File: src/rtl/wb_port_arbiter.sv
`default_nettype none
// ============================================================================
// Module   : wb_port_arbiter
// Purpose  : Shares the single register-file write port between the main
//            pipeline writeback (A, priority) and the multi-cycle unit (B).
//            A starvation counter forces a grant to B after it has stalled
//            STARVE_LIMIT cycles. The write port is registered and writes to
//            $0 are consumed without asserting the write enable.
// Revision : 1.0 - initial release
// ============================================================================
module wb_port_arbiter #(
    parameter int DW           = 32,
    parameter int AW           = 5,
    parameter int STARVE_LIMIT = 4   // legal range 1..15
) (
    input  logic          clk,
    input  logic          reset_n,
    input  logic          a_valid,
    input  logic [AW-1:0] a_addr,
    input  logic [DW-1:0] a_data,
    output logic          a_ready,
    input  logic          b_valid,
    input  logic [AW-1:0] b_addr,
    input  logic [DW-1:0] b_data,
    output logic          b_ready,
    output logic          rf_we,
    output logic [AW-1:0] rf_waddr,
    output logic [DW-1:0] rf_wdata,
    output logic          rf_src,
    output logic          forced
);

    localparam logic [3:0] c_starve_limit = 4'(STARVE_LIMIT);

    typedef enum logic [0:0] {
        PRIO_A  = 1'b0,
        FORCE_B = 1'b1
    } state_t;

    state_t        r_state;
    logic [3:0]    r_starve_cnt;

    logic          w_grant_a;
    logic          w_grant_b;
    logic          w_xfer_a;
    logic          w_xfer_b;
    logic [3:0]    w_cnt_next;

    // Grant selection: the current state decides which requester wins a tie;
    // no grant is issued while reset is held.
    always_comb begin
        w_grant_a = 1'b0;
        w_grant_b = 1'b0;
        if (reset_n) begin
            if (r_state == PRIO_A) begin
                if (a_valid)      w_grant_a = 1'b1;
                else if (b_valid) w_grant_b = 1'b1;
            end else begin
                if (b_valid)      w_grant_b = 1'b1;
                else if (a_valid) w_grant_a = 1'b1;
            end
        end
    end

    assign w_xfer_a = a_valid & w_grant_a;
    assign w_xfer_b = b_valid & w_grant_b;

    // Next starvation count: cleared when B is idle or served, otherwise
    // counts stalled cycles up to the limit.
    always_comb begin
        w_cnt_next = r_starve_cnt;
        if (!b_valid || w_xfer_b) begin
            w_cnt_next = 4'd0;
        end else if (r_starve_cnt < c_starve_limit) begin
            w_cnt_next = r_starve_cnt + 4'd1;
        end
    end

    // Arbitration state and starvation counter. The force decision looks at
    // the updated count so B wins on the cycle right after its last stall.
    always_ff @(posedge clk) begin
        if (!reset_n) begin
            r_state      <= PRIO_A;
            r_starve_cnt <= 4'd0;
        end else begin
            r_starve_cnt <= w_cnt_next;
            case (r_state)
                PRIO_A: begin
                    if (w_cnt_next == c_starve_limit) r_state <= FORCE_B;
                end
                FORCE_B: begin
                    if (w_xfer_b || !b_valid) r_state <= PRIO_A;
                end
                default: r_state <= PRIO_A;
            endcase
        end
    end

    // Registered write port: every transfer loads address/data/source, but
    // only a non-zero destination raises the write enable.
    always_ff @(posedge clk) begin
        if (!reset_n) begin
            rf_we    <= 1'b0;
            rf_waddr <= '0;
            rf_wdata <= '0;
            rf_src   <= 1'b0;
        end else if (w_xfer_a) begin
            rf_we    <= (a_addr != '0);
            rf_waddr <= a_addr;
            rf_wdata <= a_data;
            rf_src   <= 1'b0;
        end else if (w_xfer_b) begin
            rf_we    <= (b_addr != '0);
            rf_waddr <= b_addr;
            rf_wdata <= b_data;
            rf_src   <= 1'b1;
        end else begin
            rf_we    <= 1'b0;
        end
    end

    assign a_ready = w_grant_a;
    assign b_ready = w_grant_b;
    assign forced  = (r_state == FORCE_B);

endmodule
`default_nettype wire

File: config.mk
export PLATFORM = sky130hd
export DESIGN_NAME = wb_port_arbiter
export DESIGN_NICKNAME = d
export VERILOG_FILES = /design/src/rtl/wb_port_arbiter.sv
export SDC_FILE = /design/constraint.sdc
export NUM_CORES = 1
export LEC_CHECK = 0
export ABC_AREA = 1
export CAP_MARGIN = 20
export CORE_MARGIN = 1
export CORE_UTILIZATION = 44
export DETAILED_ROUTE_END_ITERATION = 12
export PLACE_DENSITY = 0.85
export SYNTH_ARGS = -nofsm -noshare
export SYNTH_HDL_FRONTEND = slang
export SYNTH_SLANG_ARGS = --single-unit
export TNS_END_PERCENT = 50
File: constraint.sdc
create_clock -name clk -period 2.4 [get_ports clk]
set_input_delay 0.6 -clock clk [delete_from_list [all_inputs] [get_ports clk]]
set_output_delay 0.6 -clock clk [all_outputs]
set_load 0.01 [all_outputs]
After elaboration in Yosys (flattened, before gate mapping)

Cells that the tools add are included.

Register bits: 44
Bits in latches: 0
Memory bits (writable): 0
Memory bits (read-only): 0
Bits of input ports: 78
Memories kept: 0

$add $sub $neg: 1
Multiply operators: 0
Divide/modulo/power cells: 0
$lt $le $gt $ge: 1
Equality and inequality tests: 1
Shift operators: 0
Mux-type cells: 19
Bitwise logic cells: 4
Reductions and logical operators: 6

Operators by type and width:

| operator                                                              | number |
|---|---|
| 32-bit 2-to-1 mux                                                     | 2 |
| 1-bit 2-to-1 mux                                                      | 12 |
| 5-bit 2-to-1 mux                                                      | 2 |
| 5-bit nonzero test                                                    | 2 |
| 4-bit 2-to-1 mux                                                      | 2 |
| 4-bit by 1-bit adder with 4-bit output, second input constant         | 1 |
| 4-bit by 3-bit equality test with 1-bit output, second input constant | 1 |
| 4-bit by 3-bit < comparator with 1-bit output, second input constant  | 1 |
| 1-bit bitwise AND                                                     | 2 |
| 1-bit NOT                                                             | 2 |
| 1-bit one-hot mux with 2 select lines                                 | 1 |
| 2-bit nonzero test                                                    | 1 |
| 2-bit OR reduction                                                    | 1 |
| 1-bit logical NOT                                                     | 1 |
| 1-bit logical OR                                                      | 1 |

Logic depth before layout (Yosys ltp)

Depth after elaboration: 10
Depth in mapped cells: 8

Worst setup path after synthesis

No wires, ideal clock.

Kind: input to output
Start point: input a_valid
End point: output a_ready
Data arrival time: 0.926 ns
Data required time: 1.800 ns
Path slack: 0.874 ns
Cell stages on the path: 2
Path through: nand2_2 a21oi_1

Cells in the longest elaborated chain, start to end: 4

Ends and longest elaborated chain:

| element              | RTL line | text |
|---|---|---|
| start, declared      | 18       | `input logic a_valid,` |
| 1-bit 2-to-1 mux (*) | 56, 60   |  |
| 1-bit 2-to-1 mux     | 59       | `if (b_valid) w_grant_b = 1'b1;` |
| 1-bit 2-to-1 mux (*) | 55       | `if (r_state == PRIO_A) begin` |
| 1-bit 2-to-1 mux (*) | 54       | `if (reset_n) begin` |
| end, declared        | 21       | `output logic a_ready,` |

Mark *: on every way between the ends. The rest lies on a longest branch, timed or not.

Worst setup path in the final report

Start point: input reset_n
End point: output b_ready

Cells in the longest elaborated chain, start to end: 1

Ends and longest elaborated chain:

| element          | RTL line | text |
|---|---|---|
| start, declared  | 17       | `input logic reset_n,` |
| 1-bit 2-to-1 mux | 54       |  |
| end, declared    | 25       | `output logic b_ready,` |

Every way passes these cells.

==> impl_metrics.toml <==
[detailed_routing]
firstDrtPassIters = 4
vias = 2669
wire_per_inst_um = 11.9
routed_wl_um = 6570
drc_errors = 0
drtIter0Drc = 159
ant_nets = 0
via_per_inst = 4.85

[grt]
grt_first_pass_wirelength_um = 11000
grt_max_degree = 75
antenna_found_initial = 0
grt.total_usage = 0.228
grt-ovfl-total = 0
grt_pass1_vias = 2415

[cts]
cts_root_buf = "clkbuf_8"
clockBufferDepth = 2
path_clk_slew_ns = 0.08
cts_tree = "yes"
clk_latency_ns = 0.29
cts_hold_buffers = 0
post-cts-setup-buffers = 0
cts_buffers = 5
cts_max_level = 2
cts.sinks = 44

[power_and_ir_drop]
ir_drop_mv = 0.283
power_density_nw_per_um2 = 483
cellLeakagePower_nw = 1.65
total_power_mw = 1.80

[die]
io_pins = 120
die_y_um = 75.9
dieWidth_um = 75.9
rows = 26
start_util = 0.465
die_area_sq_um = 5770
coreArea_sq_um = 5170

[logic_synthesis]
ys_seq_area_frac = 0.366
synth_fp_nets = 449
ys_ff_latch = 44
synth_warnings = 0
postSynthCellCount = 370
synthDistinctLibCells = 20
avgSynthCellArea_sq_um = 6.50
syn_area_sq_um = 2400

[critical_path]
crit_family = "buffers and inverters"
cp.required_ns = 1.80
r2r_slack_ns = 1.22
critPathLaunchType = "primary input"
path_class = "in -> out"
critPathArrivalTime_ns = 1.71
max_stage_delay_ns = 0.55
setup.worst_path.end_class = "output pin"
critPathMaxFanout = 4
path_cells = "clkdlybuf4s50_1, nand2_1, a21oi_2, dlygate4sd2_1"
worst_path_max_delay_cell = "clkdlybuf4s50_1"
crit_buf_inv = 2

[outcome]
status = "completed"

[cells_and_area]
fin_cells = 550
final-seq-area_sq_um = 881
fillCellCount = 427
fin_nets = 558
most-common-layout-cells = "clkdlybuf4s50_1 (117), nor2_1 (82), nand2_1 (45)"
antennaDiodeCount = 0
multi_input_area_sq_um = 1180
final_common_cell = "clkdlybuf4s50_1"
syn_to_final_growth_pct = 54.5
drive_gt1_frac = 0.0667

[flow_run]
drv_cap = 0

[timing]
relSlewSlack = 0.771
setup_viol = 0
slew_viol_final = 0
holdWs_ns = 0.492
hold_viol = 0
max_freq_mhz = 433
finalCritPeriodShare = 0.962
finalClockSkew_ns = 0.00349
finalCriticalPeriod_ns = 2.31
tightestPinTransition_ns = 0.343
grt_setup_unrepaired = "false"

[placed_design]
gp_congestion = 0.767
dp.cells = 542
dp.final_hpwl_um = 4470
port_buffers = 119

[hold_path]
hp-class = "reg -> reg"
[final timing paths]
| kind | from | cells past startpoint | to |
|---|---|---|---|
| worst min register to register | rf_src | 2 | rf_src |
| worst max-delay path | reset_n | 4 | b_ready |
| worst min-delay path | rf_src | 2 | rf_src |
| worst max register to register | forced | 5 | rf_wdata[23] |
[synthesized netlist by cell type]
| cell | number | area (sq um) |
|---|---|---|
| buf_2 | 16 | 80.1 |
| clkbuf_1 | 3 | 11.3 |
| buf_6 | 4 | 45.0 |
| o21ai_1 | 6 | 30.0 |
| xnor2_1 | 1 | 8.76 |
| nand3_1 | 29 | 145 |
| nand3_2 | 10 | 100 |
| a21oi_1 | 40 | 200 |
| ha_1 | 1 | 12.5 |
| inv_1 | 43 | 161 |
| nor2_1 | 82 | 308 |
| o21ai_0 | 35 | 175 |
| buf_8 | 1 | 15.0 |
| nand2_2 | 2 | 12.5 |
| nand2_1 | 46 | 173 |
| buf_4 | 4 | 30.0 |
| nand4_1 | 1 | 6.26 |
| and2_1 | 1 | 6.26 |
| dfxtp_1 | 44 | 881 |
| inv_2 | 1 | 3.75 |
[metal layers]
| metal | wire [um] | vias up | track usage |
|---|---|---|---|
| li1 | - | 1385 | - |
| met1 | 2870 | 1183 | 0.278 |
| met4 | 31 | 0 | 0.0519 |
| met2 | 3150 | 97 | 0.400 |
| met5 | 0 | - | 0 |
| met3 | 519 | 4 | 0.0614 |
[cell families (layout without fill, tap and decap cells)]
| kind of cell | after synthesis | in the layout | share of synthesized area |
|---|---|---|---|
| adders and majority gates | 1 | 1 | 0.00520 |
| AOI/OAI and AO/OA | 81 | 81 | 0.169 |
| xor gates and xnor gates | 1 | 1 | 0.00364 |
| and+or+nand+nor | 171 | 171 | 0.312 |
| buffers and inverters | 72 | 182 | 0.144 |
| DFF | 44 | 44 | 0.366 |
[what timing repair did]
action                                  4_1_cts  5_1_grt
endpoints found under the setup margin        2        1
resized for setup                             2        1
pin swaps                                     0        0
[metrics by stage]
step,utilization,TNS (ns),setup slack [ns],instance area [sq um]
after floorplan,-,0,0.874,2400
after global placement,0.701,-0.377,-0.221,3620
after detailed placement,0.701,-0.420,-0.239,3620
after CTS,0.718,0,0.0463,3710
after global routing,0.718,0,0.0223,3720
final,0.718,0,0.0911,3720
[cell type report]
class,count,share of cell area
timing repair buffer,130,0.352
multi-input combinational,254,0.319
sequential,44,0.237
inverter,44,0.0444
clock buffer,8,0.0242
tap,70,0.0236
[report_power, final]
part	leakage [nW]	internal [mW]	switching (mW)	total (mW)
sequential	0.364	0.787	0.0271	0.814
combinational	1.24	0.289	0.213	0.502
clock	0.0455	0.235	0.244	0.480
[worst register-to-register path: stages, from the launching register on]
cell,delay [ns]
dfxtp_1,0.35
nand2_2,0.09
buf_12,0.28
a21oi_1,0.17
nor2_1,0.14
nor2_1,0.05
[state kept, by name, summed over array words and instances (netlist names)]
| register | count |
|---|---|
| rf_we | 1 |
| r_starve_cnt | 4 |
| forced | 1 |
| rf_src | 1 |
| rf_waddr | 5 |
| rf_wdata | 32 |
(Power assumes the default switching activity.)
